File: src/rtl/bit_serializer_pkg.sv
// Shared types and defaults for the bit serializer.
package bit_serializer_pkg;

    localparam int unsigned WIDTH_DEF = 8;

    typedef enum logic {
        IDLE  = 1'b0,
        SHIFT = 1'b1
    } state_t;

endpackage

File: src/rtl/bit_serializer.sv
// Parallel-to-serial converter with a one-word pending slot, shift stall and
// gapless word-to-word handoff.
module bit_serializer
    import bit_serializer_pkg::*;
#(
    parameter int unsigned WIDTH     = WIDTH_DEF,
    parameter bit          MSB_FIRST = 1'b1
) (
    input  logic             clk,
    input  logic             reset,
    input  logic [WIDTH-1:0] in_data,
    input  logic             in_valid,
    output logic             in_ready,
    input  logic             en,
    output logic             a,
    output logic             a_valid,
    output logic             a_last
);

    localparam int unsigned    CW       = $clog2(WIDTH);
    localparam logic [CW-1:0]  CNT_LAST = CW'(WIDTH - 1);

    state_t           state, state_n;
    logic [WIDTH-1:0] sr, sr_n;
    logic [WIDTH-1:0] pr, pr_n;
    logic             pr_full, pr_full_n;
    logic [CW-1:0]    cnt, cnt_n;
    logic             a_n, a_valid_n, a_last_n;
    logic             accept;
    logic             bypass;
    logic [WIDTH-1:0] sr_shift;

    // State and output registers; outputs are precomputed from next state.
    always_ff @(posedge clk or negedge reset) begin
        if (!reset) begin
            state    <= IDLE;
            sr       <= '0;
            pr       <= '0;
            pr_full  <= 1'b0;
            cnt      <= '0;
            a        <= 1'b0;
            a_valid  <= 1'b0;
            a_last   <= 1'b0;
            in_ready <= 1'b0;
        end else begin
            state    <= state_n;
            sr       <= sr_n;
            pr       <= pr_n;
            pr_full  <= pr_full_n;
            cnt      <= cnt_n;
            a        <= a_n;
            a_valid  <= a_valid_n;
            a_last   <= a_last_n;
            in_ready <= ~pr_full_n;
        end
    end

    // Next-state, slot management and next output values.
    always_comb begin
        state_n   = state;
        sr_n      = sr;
        pr_n      = pr;
        pr_full_n = pr_full;
        cnt_n     = cnt;
        accept    = in_valid & in_ready;
        bypass    = 1'b0;
        sr_shift  = MSB_FIRST ? (sr << 1) : (sr >> 1);

        case (state)
            IDLE: begin
                if (accept) begin
                    sr_n    = in_data;
                    cnt_n   = '0;
                    state_n = SHIFT;
                end
            end
            SHIFT: begin
                if (en && (cnt == CNT_LAST)) begin
                    cnt_n = '0;
                    if (pr_full) begin
                        sr_n      = pr;
                        pr_full_n = 1'b0;
                    end else if (accept) begin
                        sr_n   = in_data;
                        bypass = 1'b1;
                    end else begin
                        sr_n    = '0;
                        state_n = IDLE;
                    end
                end else if (en) begin
                    sr_n  = sr_shift;
                    cnt_n = cnt + CW'(1);
                end
                // A word accepted while shifting parks in PR unless it bypassed.
                if (accept && !bypass) begin
                    pr_n      = in_data;
                    pr_full_n = 1'b1;
                end
            end
            default: begin
                state_n = IDLE;
            end
        endcase

        a_valid_n = (state_n == SHIFT);
        a_n       = a_valid_n & (MSB_FIRST ? sr_n[WIDTH-1] : sr_n[0]);
        a_last_n  = a_valid_n & (cnt_n == CNT_LAST);
    end

endmodule

File: config.mk
export PLATFORM = sky130hd
export DESIGN_NAME = bit_serializer
export DESIGN_NICKNAME = d
export VERILOG_FILES = /design/src/rtl/bit_serializer_pkg.sv /design/src/rtl/bit_serializer.sv
export SDC_FILE = /design/constraint.sdc
export NUM_CORES = 1
export LEC_CHECK = 0
export ABC_AREA = 1
export BUFFER_PORTS_ARGS = -buffer_cell sky130_fd_sc_hd__buf_2
export CAP_MARGIN = 30
export CORE_MARGIN = 2
export CORE_UTILIZATION = 45
export CTS_CLUSTER_SIZE = 16
export DETAILED_ROUTE_END_ITERATION = 12
export GPL_ROUTABILITY_DRIVEN = 0
export PLACE_DENSITY_LB_ADDON = 0.12
export SLEW_MARGIN = 20
export SYNTH_ARGS = -nofsm -noshare
export SYNTH_HDL_FRONTEND = slang
export SYNTH_SLANG_ARGS = --single-unit
File: constraint.sdc
create_clock -name clk -period 1.5 [get_ports clk]
set_input_delay 0.15 -clock clk [delete_from_list [all_inputs] [get_ports clk]]
set_output_delay 0.15 -clock clk [all_outputs]
set_load 0.005 [all_outputs]
; ---- After elaboration in Yosys (flattened, before gate mapping)
; Cells that the tools add are included.
; W data, S select, Z words.
[totals]
ram_bits = 0
mem_bits_ro = 0
reg_bits = 24
word_cells = 44
n_memories = 0
latchBits = 0
input_bits = 12
[classes]
n_shift = 0
n_lt_le_gt_ge = 0
bitwise = 5
n_div = 0
reduce_logical = 5
addsub = 1
mux = 20
multipliers = 0
n_eq_ne = 4
[op_table]
columns = op, count
row1 = $mux W8, 5
row2 = $pmux W8 S2, 1
row3 = $mux W1, 9
row4 = $mux W3, 3
row5 = $eq A3 B3 Y1 const B, 2
row6 = $pmux W3 S2, 1
row7 = $reduce_and A2 Y1, 2
row8 = $add A3 B1 Y3 const B, 1
row9 = $and A1 B1 Y1, 3
row10 = $ne A3 B2 Y1 const B, 1
row11 = $logic_and A1 B1 Y1, 2
row12 = $ne A2 B2 Y1 const B, 1
row13 = $not A1 Y1, 2
row14 = $pmux W1 S2, 1
row15 = $logic_not A1 Y1, 1

; ---- Depth between registers and ports, before layout
[logic_depth]
depth_word = 10
depth_mapped = 10
ltp_nobuf = 9

; ---- Worst setup path after synthesis
; No wires, ideal clock.
[synth_path]
path_kind = register to register
startpoint = register cnt[0]
endpoint = register pr[6]
t_arrival_ns = 1.430
synth_period_minus_slack_ns = 1.547
stages_incl_launch_ff = 11
path_slack_ns = -0.047
cell_sequence = dfrtp_1 ha_1 ha_1 buf_4 nand2_4 o21ai_4 inv_4 nand2_8 buf_12 nand2_2 o21ai_2
[synth_between]
elab_chain_len = 7
[synth_lines]
columns = item, line
row1 = "start, declared", bit_serializer.sv:27  ; logic [CW-1:0] cnt, cnt_n;
row2 = "start signal, assigned", bit_serializer.sv:50  ; cnt <= cnt_n;
row3 = $eq A3 B3 Y1, bit_serializer.sv:78  ; if (en && (cnt == CNT_LAST)) begin
row4 = $logic_and A1 B1 Y1, bit_serializer.sv:78
row5 = $mux W1, bit_serializer.sv:78
row6 = $mux W1, bit_serializer.sv:69  ; case (state)
row7 = $logic_not A1 Y1, bit_serializer.sv:95  ; if (accept && !bypass) begin
row8 = $logic_and A1 B1 Y1, bit_serializer.sv:95
row9 = $reduce_and A2 Y1 (no line), n/a
row10 = "end signal, assigned", bit_serializer.sv:48  ; pr <= pr_n;
row11 = "end, declared", bit_serializer.sv:25  ; logic [WIDTH-1:0] pr, pr_n;
; No other way between the ends. The select of a mux whose other input is x is not followed.
; A chain may end at the register's enable or synchronous reset.

; ---- Final worst setup path
[layout_path]
startpoint = register cnt[1]
endpoint = register pr[0]
; Same word-level chain as after synthesis.

==> reports/results.ini <==
[route]
detail_route.first_pass.iterations=4
viasPerCell=4.88
drc_errors=0
ant_nets=0
first_iter_violations=18
drt_wl_total_um=2470
dr_total_vias=990
routedWlPerCell_um=12.2

[timing]
max_freq_mhz=692
slew_viol_final=0
setup_viol=0
relSlewSlack_pct=64.3
worst_slack_ns=0.0557
finClkSkew_ns=0.00618
rsz0062_at_grt=yes
finalCriticalPeriod_ns=1.44
tightest_slew_ns=0.535
hold_viol_final=0
finalCritPeriodShare_pct=96.3

[placed_design]
place_ws_ns=-0.0332
port_buffers=15
dpl.hpwl_um=1820

[power_and_ir_drop]
ir_drop_v=0.00168
leakage_nw=0.755
p_per_area_nw_per_um2=1940

[yosys]
synth_cell_types=22
yosysTopAreaCell=dfrtp_1
synth_commonest_cells=41 x nand2_1, 28 x o21ai_0, 24 x dfrtp_1
yosys-top-cells-area=dfrtp_1 48%, nand2_1 12%, o21ai_0 11%
ys_async_sr_fraction_pct=100
ys_warn_count=0
ys.flop_type=dfrtp_1
synth_seq_area_share_pct=48.0
syn-num-nets=166
synth-seq-cells=24
synth_area_um2=1250
synth_area_per_cell_um2=8.24
synth_most_common_cell=nand2_1
synth.top_cell.area_share_pct=48.0
synthCells=152
synth-edff-count=0

[clock_network]
root_buffer=clkbuf_4
cts-buffers-inserted=3
cts_tree=built
cts.sinks=24
clkLatencyLatePin_ns=0.32
cts_buffer_depth=2
post_cts_buffers=0
h-tree-depth=1
cts.clk_slew.worst_paths_ns=0.13

[status]
status=finished clean

[grt]
met2_usage_pct=27.7
gr-usage-all-layers_pct=18.2
antenna_found_initial=0
grtUsageMet3_pct=4.15
busiest_layer=met2
grt_pass1_vias=1034
grt_start_max_net_pins=25
grt_use_met1_pct=24.4
grt-ovfl-total=0
grt_pass1_wl_um=4500

[setup_path]
reg2reg_slack_ns=0.06
path_cells=ha_2, ha_4, nand2_4, o21ai_4, inv_4, nand2_4, o21ai_0
r2r-start=cnt[1]
slowest_stage=dfrtp_1
rr_endpoint=pr[0]
required_ns=1.72
critPathKind=flop to flop
endpoint_kind=flop
crit_path_max_incr_delay_ns=0.38
crit_path_frequent_cell=nand2_4
crit_arrival_ns=1.67
r2r_cells=7
critPathMaxFanout=8
startpoint_type=flop

[flow_run]
cap_violations=0

[min_path]
holdCritStartpoint=in_data[6]
hold_depth=3
min_to=pr[6]
hp-class=input port to flop

[finish]
fin_nets=187
fill_cells=272
multi_input_area_um2=561
syn_to_final_growth_pct=15.1
ff_latch_area_um2=601
final_util_pct=53.2
antennaDiodeCount=0
drive_gt1_share_pct=22.1

[floorplan]
die-area_um2=3220
placementRows=19
num_io_pins=16
die_h_um=56.8
fp.dieW_um=56.8
core_area_um2=2710
start_util_pct=46.2

## repair_timing
item,CTS,global route
pin swaps,1,1
hold endpoints to repair,24,0
setup endpoints to repair,13,18
gates resized for setup,1,4
gates cloned,0,1
hold buffers,1,0
## power breakdown
group          leakage, nW  switching, W  internal (W)
Combinational        0.432      0.000712      0.000480
Clock               0.0279      0.000200      0.000271
Sequential           0.295      0.000188      0.000947
Total                0.755       0.00110       0.00170
## worst max path at each step
stage | slack [ns] | start | endpoint | depth (start not counted)
final | 0.06 | cnt[1] | pr[0] | 7
after global routing | -0.02 | cnt[1] | state | 7
after global placement | 0.04 | cnt[0] | pr[3] | 7
after floorplan | -0.001 | cnt[0] | pr[6] | 10
after CTS | 0.02 | cnt[1] | pr[5] | 8
after detailed placement | -0.03 | cnt[1] | pr[5] | 7
## flip-flops by register name, summed over array words and instances (netlist names), named ones only
signal,cells
a,1
a_last,1
cnt,3
in_ready,1
pr,8
sr,8
state,1
## cell families (layout without fill, tap and decap cells)
family,count (synthesis),after routing,synth area share (%)
AOI/OAI and AO/OA,35,35,16.2
xor gates and xnor gates,1,1,0.699
adders and majority gates,2,2,2.00
buffers and inverters,24,43,9.39
DFF,24,24,48.0
and+or+nand+nor,66,67,23.8
## layout make-up
| cell class | count | area share (%) |
|---|---|---|
| clock buffer | 3 | 1.56 |
| timing repair buffer | 20 | 7.99 |
| tap | 31 | 2.69 |
| inverter | 19 | 5.12 |
| multi-input combinational | 105 | 38.9 |
| sequential | 24 | 41.7 |
| clock inverter | 1 | 2.08 |
## stage by stage
stage	power (W)	cell area [um2]	hold slack (ns)	TNS, ns	cells
after floorplan	0.00199	1260	-0.146	-0.00117	152
final	0.00280	1440	0.0783	0	203
after detailed placement	0.00229	1360	0.163	-0.151	197
after global placement	0.00224	1360	0.162	0	197
after CTS	0.00277	1420	0.0676	0	202
after global routing	0.00309	1440	0.0722	-0.0926	203
## worst max-delay path, delay by kind of cell (launching register included)
kind | cells | cell delay (ns)
AO/OA/AOI/OAI | 2 | 0.32
adder cells (fa/ha/maj) | 2 | 0.36
buffers and inverters | 1 | 0.09
flip-flops | 1 | 0.38
AND/OR/NAND/NOR | 2 | 0.19
## placed cells by master (no fill, tap or decap)
cell / n
nand2_1: 41
o21ai_0: 25
dfrtp_1: 24
inv_1: 17
buf_2: 15
nor2_1: 11
nand3_1: 7
buf_4: 4
nand2_4: 3
o21ai_2: 3
o21ai_1: 3
nand2_2: 3
clkbuf_4: 3
o211ai_1: 2
xnor2_1: 1
o21ai_4: 1
inv_4: 1
nand2_8: 1
inv_2: 1
nand4_1: 1
a21oi_1: 1
ha_2: 1
ha_4: 1
bufinv_16: 1
dlygate4sd3_1: 1
## layer usage
layer / vias to the layer above / part of all wire, %
li1: 525 / -
met3: 2 / 3.0
met2: 15 / 47
met1: 448 / 48
met4: 0 / 1.3
met5: - / 0
(Power assumes the default switching activity.)
